## src/rtl/uart_transmitter.sv

```systemverilog
// uart_transmitter: double-buffered 8N1 UART transmitter with a valid/ready byte input
module uart_transmitter #(
    parameter int CLOCK_FREQ = 50_000_000,
    parameter int BAUD_RATE  = 115_200
) (
    input  logic       clk,
    input  logic       rst,
    input  logic [7:0] data_in,
    input  logic       data_in_valid,
    output logic       data_in_ready,
    output logic       serial_out,
    output logic       tx_busy
);
    localparam int T  = CLOCK_FREQ / BAUD_RATE;
    localparam int CW = (T > 1) ? $clog2(T) : 1;
    localparam logic [CW-1:0] T_LAST = CW'(T - 1);

    localparam logic [1:0] IDLE  = 2'd0;
    localparam logic [1:0] START = 2'd1;
    localparam logic [1:0] DATA  = 2'd2;
    localparam logic [1:0] STOP  = 2'd3;

    logic [1:0]    state_q, state_d;
    logic [CW-1:0] cnt_q, cnt_d;
    logic [2:0]    bit_q, bit_d;
    logic [7:0]    shift_q, shift_d;
    logic [7:0]    hold_data_q, hold_data_d;
    logic          hold_valid_q, hold_valid_d;
    logic          tx_q, tx_d;
    logic          bit_end, load;

    assign bit_end       = cnt_q == T_LAST;
    assign data_in_ready = !hold_valid_q;
    assign tx_busy       = (state_q != IDLE) || hold_valid_q;
    assign serial_out    = tx_q;

    // Next-state: frame sequencing, holding-register hand-off and byte acceptance
    always_comb begin
        state_d      = state_q;
        cnt_d        = cnt_q;
        bit_d        = bit_q;
        shift_d      = shift_q;
        tx_d         = tx_q;
        hold_data_d  = hold_data_q;
        hold_valid_d = hold_valid_q;
        load         = 1'b0;
        case (state_q)
            IDLE: load = hold_valid_q;
            START: begin
                cnt_d = bit_end ? '0 : cnt_q + 1'b1;
                if (bit_end) begin
                    state_d = DATA;
                    bit_d   = 3'd0;
                    tx_d    = shift_q[0];
                    shift_d = shift_q >> 1;
                end
            end
            DATA: begin
                cnt_d = bit_end ? '0 : cnt_q + 1'b1;
                if (bit_end && bit_q == 3'd7) begin
                    state_d = STOP;
                    tx_d    = 1'b1;
                end else if (bit_end) begin
                    bit_d   = bit_q + 3'd1;
                    tx_d    = shift_q[0];
                    shift_d = shift_q >> 1;
                end
            end
            default: begin
                cnt_d = bit_end ? '0 : cnt_q + 1'b1;
                if (bit_end) begin
                    load    = hold_valid_q;
                    state_d = IDLE;
                end
            end
        endcase
        // A waiting byte starts its frame straight away, also from the last stop cycle
        if (load) begin
            state_d      = START;
            shift_d      = hold_data_q;
            hold_valid_d = 1'b0;
            tx_d         = 1'b0;
            cnt_d        = '0;
        end
        // Only an empty holding register accepts, so acceptance never meets a transfer
        if (data_in_valid && !hold_valid_q) begin
            hold_data_d  = data_in;
            hold_valid_d = 1'b1;
        end
    end

    // State registers; reset aborts any frame and returns the line high at once
    always_ff @(posedge clk or negedge rst) begin
        if (!rst) begin
            state_q      <= IDLE;
            cnt_q        <= '0;
            bit_q        <= 3'd0;
            shift_q      <= 8'd0;
            hold_data_q  <= 8'd0;
            hold_valid_q <= 1'b0;
            tx_q         <= 1'b1;
        end else begin
            state_q      <= state_d;
            cnt_q        <= cnt_d;
            bit_q        <= bit_d;
            shift_q      <= shift_d;
            hold_data_q  <= hold_data_d;
            hold_valid_q <= hold_valid_d;
            tx_q         <= tx_d;
        end
    end
endmodule

```

## config.mk

```make
export PLATFORM = sky130hd
export DESIGN_NAME = uart_transmitter
export DESIGN_NICKNAME = d
export VERILOG_FILES = /design/src/rtl/uart_transmitter.sv
export SDC_FILE = /design/constraint.sdc
export NUM_CORES = 1
export LEC_CHECK = 0
export CAP_MARGIN = 20
export CORE_MARGIN = 4
export CORE_UTILIZATION = 50
export DETAILED_ROUTE_END_ITERATION = 16
export PLACE_DENSITY = 0.8
export SYNTH_ARGS = -nofsm -noshare
export SYNTH_HDL_FRONTEND = slang
export SYNTH_SLANG_ARGS = --single-unit
```

## constraint.sdc

```tcl
create_clock -name clk -period 2.8 [get_ports clk]
set_input_delay 0.84 -clock clk [delete_from_list [all_inputs] [get_ports clk]]
set_output_delay 0.84 -clock clk [all_outputs]
set_load 0.01 [all_outputs]
```

==> key figures <==
Drt
  – TritonRoute pass-1 iters: 4
  – Vias after detailed routing: roughly 1,300
  – DR vias/cell: ~5.9
  – Drt initial violations: between 50 and 60
  – Routed WL: about 3300 um
  – Post-route ant nets: 0
  – Mean routed wirelength per cell: 15.0 um
  – # DRC: 0

Worst setup path
  – CP Launch Point: state_q[0]$_DFFE_PN0P_
  – CP arrival: 1.65 ns
  – Worst r2r src: cnt_q[3]$_DFFE_PN0P_
  – Worst reg2reg setup slack: around 0.76 ns
  – CP Launch Type: register
  – FF-to-FF path depth: 4
  – Kind of end point of the critical path: output pin
  – Crit path required time: between 1.5 and 2 ns
  – Crit Path Max Fanout: 3
  – Critical path type: register to output pin

CTS
  – # Post-CTS Setup Buffers: 0
  – CTS H-tree lvls: 2
  – Clk_lat worst skew: between 0.3 and 0.4 ns
  – Clk pin slew, worst setup/hold paths: around 0.1 ns
  – CTS Hold Bufs: 0
  – TritonCTS clock tree: yes
  – Max clock buf depth: 2
  – Post_cts resized: 0
  – Total clock buffers created by CTS: 5
  – Root Driver: clkbuf_4
  – CTS Sinks: 32

Status
  – Outcome: completed

Synth
  – Syn Area/Cell: between 10 and 15 sq um
  – Number of synthesized flops with an enable pin: 0
  – Post-synthesis sequential area ratio: 0.469
  – Top_reg_cell synth: dfrtp_1
  – Register bit total from synthesis: 32
  – Yosys top cell area share: 0.454
  – Cell with the most instances after synthesis: dfrtp_1
  – Mapped Nets: around 180
  – Syn Std Cell Area: between 1500 and 2000 sq um
  – Synth top cells by count: dfrtp_1, o21ai_0, inv_1, nand2_1
  – Yosys warnings: 0
  – Synth area leaders: dfrtp_1, ha_1, mux2_2
  – Ys async rst share: 1.00
  – Distinct cell type count after synthesis: 49
  – Synth area leader: dfrtp_1
  – Synth Instances: 158

Place
  – Routability congestion estimate from global placement: between 0.8 and 0.9
  – PortBufs: 13
  – Post-DP HPWL: 2420 um

STA
  – Final period util: 0.889
  – Fmax: 0.402 GHz
  – Slew Limit Headroom: 0.702
  – Setup violations, final: 0
  – Worst-Margin Slew: approximately 0.44 ns
  – Post-route setup TNS: 0 ns
  – RSZ-0062 raised after global routing: no
  – Max Slew Vio Count: 0
  – Final hold viol count: 0
  – Tmin final: roughly 2.5 ns
  – Fin Clk Skew: roughly 0.0044 ns
  – Hold slack: 0.478 ns

Power and ir drop
  – Peak supply drop: around 470 uV
  – P_leak: 0.000825 uW
  – PwrDens: around 840 nW/um^2

Final layout
  – # diodes: 0
  – Fillers: ~290
  – Share of cells above drive strength 1: 0.154
  – Final Net Count: about 190
  – Seq. cell area: ~800 sq um
  – Area growth, synth to finish: 13.5%
  – Multi-input gate area: between 800 and 900 sq um

Hold path
  – Hold_sp: serial_out$_DFFE_PN1P_
  – Hold-critical path depth: 2
  – Hold crit path type: register to register

Global route
  – Initial antenna violation count: 0
  – GR Overflow Total: 0
  – GR Util All Layers: 0.174
  – Global-route wire length before repair: around 5900 um
  – Largest net degree at the start of global routing: 33
  – Vias in the first global route: 1,348

Die
  – Die area: between 4000 and 5000 sq um
  – # rows: 20
  – Initial Utilization: 0.542
  – Core area: between 3000 and 4000 sq um
  – Die H: ~66 um
  – IO Pins: 14
  – DIE WIDTH: approximately 66 um

Flow run
  – Max-capacitance violation count: 0
[state kept, by name, summed over array words and instances, names as in the netlist]
signal,cells
bit_q,3
cnt_q,9
hold_data_q,8
shift_q,8
state_q,2
hold_valid_q,1
serial_out,1
[per-stage QoR]
stage / total power [uW] / instances / cell area [sq um] / setup slack (ns) / util
6_report: 1630 / 219 / 1940 / 0.310 / 0.616
4_1_cts: 1640 / 219 / 1940 / 0.298 / 0.616
5_1_grt: 1760 / 219 / 1940 / 0.235 / 0.616
3_3_place_gp: 1310 / 211 / 1880 / 0.722 / 0.596
3_5_place_dp: 1360 / 211 / 1880 / 0.682 / 0.596
2_1_floorplan: 1190 / 158 / 1710 / 0.908 / -
[layout make-up]
type / count / share of cell area
clock buffers: 7 / 0.0284
well taps: 44 / 0.0284
flip-flops and latches: 32 / 0.413
clock inverters: 1 / 0.00387
inverters: 9 / 0.0174
multi-input cells: 110 / 0.430
repair buffers: 16 / 0.0786
[worst max-delay path, cell delays in order, from the launching register on]
cell and delay (ns):
dfrtp_1 0.39, inv_1 0.09, ha_1 0.22, nand2_1 0.09, clkdlybuf4s50_1 0.54
[layer usage]
metal,track usage,part of all wire
met1,0.211,0.44
met2,0.291,0.49
met3,0.0472,0.049
met4,0.0685,0.019
met5,0,0
[power breakdown]
group	internal, uW	total (uW)	switching (uW)	leakage [uW]
clock	123	280	158	0.0000315
sequential	630	761	131	0.000389
combinational	307	585	278	0.000404
total	1060	1630	566	0.000825
[placed cells by master, fill, tap and decap left out, drive strengths merged, types with 3 or more instances in the layout]
| cell | Yosys | routed |
|---|---|---|
| dfrtp | 31 | 31 |
| clkdlybuf4s50 | 0 | 13 |
| o21ai | 12 | 12 |
| nand2 | 10 | 10 |
| inv | 9 | 9 |
| mux2 | 8 | 8 |
| ha | 8 | 8 |
| nand2b | 7 | 7 |
| o221a | 7 | 7 |
| clkbuf | 4 | 7 |
| a21oi | 6 | 6 |
| nor2 | 6 | 6 |
| nor2b | 4 | 4 |
| nand4 | 4 | 4 |
| or3 | 3 | 3 |
| nand3 | 3 | 3 |
| buf | 3 | 3 |
[worst paths after layout]
kind / to
min in group asynchronous: state_q[0]$_DFFE_PN0P_
worst max register to register: cnt_q[5]$_DFFE_PN0P_
max in group asynchronous: serial_out$_DFFE_PN1P_
worst max-delay path: tx_busy
worst min register to register: serial_out$_DFFE_PN1P_
worst min-delay path: serial_out$_DFFE_PN1P_
[logic make-up after synthesis]
kind of cell | synth area share
buffers and inverters | 0.0424
AOI/OAI and AO/OA | 0.200
adders and majority gates | 0.0585
and+or+nand+nor | 0.178
DFF | 0.469
muxes | 0.0527
Note: power is estimated with default switching activity, not from simulation.
==> patch 1 (same settings) <==
`BAUD_RATE`: 115_200 -> 57_600.
--- a/src/rtl/uart_transmitter.sv
+++ b/src/rtl/uart_transmitter.sv
@@ -1,7 +1,7 @@
 // uart_transmitter: double-buffered 8N1 UART transmitter with a valid/ready byte input
 module uart_transmitter #(
     parameter int CLOCK_FREQ = 50_000_000,
-    parameter int BAUD_RATE  = 115_200
+    parameter int BAUD_RATE  = 57_600
 ) (
     input  logic       clk,
     input  logic       rst,
Behaviour: no difference found for any inputs over 10 cycles, from zero or initial values and one cycle with rst low; that may be too few to reach the edited logic, so the function may still have changed.
==> patch 1 against the original RTL <==
- design area rose by 6.3%
- sequential share of layout area fell by 1.2 points
- combinational power shrank 28%
- synthesized area is 5.6% higher
- worst setup slack lost 0.19 ns
- die area increased by 4.9%
- clock power is 10% higher
- total power decreased by 6.6%
- sequential cell count up 1
- count of clock-buffer cells in the layout unchanged
- routed wire length increased by 20%
- largest power group unchanged
==> patch 1: results (changes against the original RTL) <==
Outcome: complete, no violations (unchanged)
Largest net degree at the start of global routing: 34 (was 33)
Biggest regs: cnt_q (10), hold_data_q (8), shift_q (8) (was cnt_q (9), hold_data_q (8), shift_q (8))
Post-synthesis adder-cell area fraction: 0.0485 (was 0.0585)
Worst Skew: 0.00933 ns (was 0.00441 ns)
Top cells by area, synth: dfrtp_1, o21ai_0, ha_1 (was dfrtp_1, ha_1, mux2_2)
Worst VDD drop: 0.000399 V (was 0.000475 V)
Synth unique cells: 42 (was 49)
Synth Area in XOR/XNOR: 0 (unchanged)
CTS clock-pin slew for the worst setup and hold paths: 0.10 ns (about the same)
Vias per inst: 6.29 (was 5.94)
Post-synth top cells: dfrtp_1, o21ai_0, nand3_1 (was dfrtp_1, o21ai_0, inv_1, nand2_1)
First-pass detailed-route iteration total: 5 (was 4)
Seq/Total Area, Yosys: 0.458 (was 0.469)
Post-synthesis mux area share: 0.0658 (was 0.0527)
Net Count, Synth: 204 (was 177)
Share of cells above drive strength 1: 0.139 (was 0.154)
GP Congestion: 0.900 (was 0.848)
Critical-path top delay cell: clkdlybuf4s50_1 (unchanged)
First-pass GRT wire length: 7090 µm (was 5870 µm)
Compound-Gate Fraction of Synth Area: 0.188 (was 0.200)
Syn. warnings: 0 (unchanged)
Rel. slew slack: 0.548 (was 0.702)
Clk_lat worst skew: 0.34 ns
PortBufs: 13 (unchanged)
Vias in the first global route: 1609 (was 1348)
Post-synth ARST share: 1.00 (unchanged)
CP max FO: 5 (was 3)
Fill cells: 300 (was 285)
Clock tree root buffer cell: clkbuf_4 (unchanged)
Initial antenna violation count: 0 (unchanged)
Drt first-iter violations: 97 (was 56)
CTS Hold Bufs: 0 (unchanged)
DP HPWL: 2830 µm (was 2420 µm)
GRT Util Overall: 0.205 (was 0.174)
Net Sw Power: 0.000522 W (was 0.000566 W)
Hold/Removal Path Class: reg2reg (unchanged)
WL per Instance: 15.9 µm (was 15.0 µm)
Arr. time, crit path: 1.84 ns (was 1.65 ns)
Static Leak: 0.858 nW (was 0.825 nW)
CP max stage delay: 0.47 ns (was 0.54 ns)
H-tree levels: 2 (unchanged)
# diodes: 0 (unchanged)
CTS Buf Count: 5 (unchanged)
Clock Tree Buf Depth: 2 (unchanged)
Final nets: 219 (was 193)
patch 1: final timing paths:
path / startpoint / end / cells after the start / slack [ns]
hold / removal: hold_data_q[2] / hold_data_q[2] / 1 / 0.51
hold reg to reg: hold_data_q[2] / hold_data_q[2] / 1 / 0.51
max in group asynchronous: rst / serial_out / 2 / 1.59
setup / recovery: state_q[1] / tx_busy / 6 / 0.12
setup reg to reg: state_q[1] / cnt_q[6] / 8 / 0.57
min in group asynchronous: rst / hold_data_q[1] / 2 / 0.89
patch 1: kinds of logic (layout without fill, tap and decap cells):
logic type / Yosys count / in the layout
multiplexers: 11 / 11
adder cells (fa/ha/maj): 7 / 7
AND/OR/NAND/NOR: 66 / 66
buffers and inverters: 17 / 33
flip-flops: 33 / 33
AO/OA/AOI/OAI: 52 / 52
patch 1: stage by stage:
| stage | instances | utilization | power, W | setup WS, ns | area (µm²) |
|---|---|---|---|---|---|
| after detailed placement | 240 | 0.583 | 0.00121 | 0.452 | 1990 |
| after CTS | 248 | 0.604 | 0.00152 | 0.0537 | 2060 |
| after global routing | 248 | 0.604 | 0.00163 | 0.0355 | 2060 |
| final | 248 | 0.604 | 0.00152 | 0.120 | 2060 |
| after floorplan | 186 | - | 0.00107 | 0.853 | 1810 |
| after global placement | 240 | 0.583 | 0.00117 | 0.512 | 1990 |
patch 1: final cells by class:
cell class,count,area share
multi-input combinational,136,0.444
sequential,33,0.401
timing repair buffer,18,0.0812
clock buffer,7,0.0315
tap,46,0.0279
inverter,7,0.0127
clock inverter,1,0.00242
patch 1: layer usage:
layer | up-vias | wire [µm] | track usage
met5 | - | 0 | 0
met3 | 8 | 260 | 0.0608
met1 | 764 | 1700 | 0.248
li1 | 719 | - | -
met4 | 0 | 76 | 0.102
met2 | 70 | 1910 | 0.330
patch 1: critical path: cells and delay by family, from the launching register on:
family        cells  cell delay [ns]
buf+inv           4             0.71
flops             1             0.43
fa+ha+maj         1             0.18
simple gates      1             0.18
patch 1: power by group through the flow:
stage	registers (W)	clock network (W)	logic [W]
6_report	0.000786	0.000308	0.000424
5_1_grt	0.000811	0.000337	0.000478
4_1_cts	0.000780	0.000315	0.000424
3_5_place_dp	0.000789	0	0.000423
3_3_place_gp	0.000776	0	0.000397
2_1_floorplan	0.000749	0	0.000321
patch 1: what timing repair did:
item	in CTS	in global routing
setup endpoints to repair	0	1
setup buffers	0	0
resized for setup	0	1
==> patch 2 (config.mk and constraints unchanged) <==
Without the edit above. Take the reset off `shift_q` and load it in a clocked block of its own.
--- a/src/rtl/uart_transmitter.sv
+++ b/src/rtl/uart_transmitter.sv
@@ -95,7 +95,6 @@
             state_q      <= IDLE;
             cnt_q        <= '0;
             bit_q        <= 3'd0;
-            shift_q      <= 8'd0;
             hold_data_q  <= 8'd0;
             hold_valid_q <= 1'b0;
             tx_q         <= 1'b1;
@@ -103,11 +102,14 @@
             state_q      <= state_d;
             cnt_q        <= cnt_d;
             bit_q        <= bit_d;
-            shift_q      <= shift_d;
             hold_data_q  <= hold_data_d;
             hold_valid_q <= hold_valid_d;
             tx_q         <= tx_d;
         end
     end
+
+    always_ff @(posedge clk) begin
+        shift_q <= shift_d;
+    end
 endmodule
 
Function: no difference found for any inputs over 10 cycles, from zero or initial values and one cycle with rst low; that may be too few to reach the edited logic, so the function may still have changed.
==> patch 2 against the original RTL <==
- die area down 0.51%
- worst setup slack worse by 0.16 ns
- synthesized area down 0.59%
- design area up 1.9%
- worst hold slack better by 0.0032 ns
- routed wire length up 0.40%
- sequential cell count unchanged
- synthesized cell count down 4.4%
- maximum frequency down 5.9%
- global-route usage down 0.70 points
- total power up 7.5%
- critical path type unchanged
==> patch 2: results (changes against the original RTL) <==
Seq/Total Area, Yosys: 0.495 (was 0.469)
Fill cells: 269 (was 285)
CTS resizes: 0 (unchanged)
Worst VDD drop: 0.000442 V (was 0.000475 V)
Static Leak: 0.807 nW (was 0.825 nW)
Via count: 1218 (was 1300)
Top cells by area, synth: dfrtp_1, edfxtp_1, mux2_4 (was dfrtp_1, ha_1, mux2_2)
GRT Util Overall: 0.167 (was 0.174)
Rel. slew slack: 0.642 (was 0.702)
Arr. time, crit path: 1.81 ns (was 1.65 ns)
CP max FO: 4 (was 3)
Drt first-iter violations: 73 (was 56)
P per Cell Area: 884 nW/µm² (was 838 nW/µm²)
Vias in the first global route: 1110 (was 1348)
Largest net degree at the start of global routing: 15 (was 33)
Worst Skew: 0.00662 ns (was 0.00441 ns)
Share of cells above drive strength 1: 0.197 (was 0.154)
First-pass GRT wire length: 5310 µm (was 5870 µm)
Synth unique cells: 43 (was 49)
Net Count, Synth: 170 (was 177)
Outcome: complete, no violations (unchanged)
GP Congestion: 0.900 (was 0.848)
Placed Instance Area: 1900 µm² (was 1880 µm²)
DP HPWL: 2480 µm (was 2420 µm)
Post-synth EDFFs: 8 (was 0)
Final nets: 191 (was 193)
First-pass detailed-route iteration total: 4 (unchanged)
WL per Instance: 15.2 µm (was 15.0 µm)
Post-synth top cells: dfrtp_1, nor2_1 (was dfrtp_1, o21ai_0, inv_1, nand2_1)
Post-synth ARST share: 0.750 (was 1.00)
Ys flop type: dfrtp_1 (unchanged)
Clock tree root buffer cell: clkbuf_4 (unchanged)
## patch 2: changes by cell type after synthesis, moves of 3 or more
cell,unedited run,this run
o221a_1,7,0
dfrtp_1,31,23
mux2_4,0,7
edfxtp_1,0,8
nand2b_1,7,2
nor2_1,6,14
nand4_1,4,1
o21ai_0,11,7
nand3_1,3,6
a31oi_1,1,4
## patch 2: worst paths after layout
| check | from | to | slack [ns] | cells after the start |
|---|---|---|---|---|
| setup / recovery | state_q[0] | tx_busy | 0.15 | 5 |
| hold / removal | serial_out | serial_out | 0.48 | 2 |
| setup reg to reg | state_q[0] | shift_q[2] | 0.51 | 8 |
| hold reg to reg | serial_out | serial_out | 0.48 | 2 |
| max in group asynchronous | rst | cnt_q[6] | 1.36 | 2 |
| min in group asynchronous | rst | cnt_q[0] | 0.83 | 1 |
## patch 2: routing by layer
metal / track usage / vias to the layer above / share of wire
met5: 0 / - / 0
met4: 0.0533 / 0 / 0.013
met3: 0.0612 / 5 / 0.076
met2: 0.247 / 42 / 0.47
met1: 0.226 / 583 / 0.44
li1: - / 588 / -
## patch 2: tightest hold or removal path, delay by kind of cell, from the launching register on
family,cells,cell delay [ns]
flip-flops,1,0.38
AO/OA/AOI/OAI,1,0.06
buffers and inverters,1,0.05
## patch 2: metrics by stage
step / power [W] / std cells / hold WS, ns / setup WS [ns]
after global placement: 0.00137 / 209 / 0.466 / 0.566
after global routing: 0.00186 / 217 / 0.523 / 0.0533
after floorplan: 0.00122 / 151 / 0.461 / 0.734
after CTS: 0.00176 / 217 / 0.486 / 0.139
after detailed placement: 0.00141 / 209 / 0.471 / 0.533
final: 0.00175 / 217 / 0.481 / 0.153
## patch 2: area by class of cell
cell class,count,share of cell area
Sequential cell,32,0.425
Clock buffer,6,0.0209
Inverter,8,0.0152
Clock inverter,2,0.0177
Tap cell,44,0.0278
Multi-Input combinational cell,107,0.408
Timing Repair Buffer,18,0.0847
## patch 2: kinds of logic after synthesis
logic type,Yosys count,synth area share
simple gates,49,0.165
flops,32,0.495
compound gates,31,0.115
mux,17,0.127
buf+inv,12,0.0294
fa+ha+maj,8,0.0589
xor+xnor,2,0.0103
## patch 2: power breakdown
| part | switching [W] | internal [W] | total (W) | leakage (nW) |
|---|---|---|---|---|
| registers | 0.000111 | 0.000670 | 0.000781 | 0.382 |
| logic | 0.000294 | 0.000327 | 0.000621 | 0.383 |
| clock network | 0.000160 | 0.000187 | 0.000346 | 0.0422 |
| total | 0.000565 | 0.00118 | 0.00175 | 0.807 |
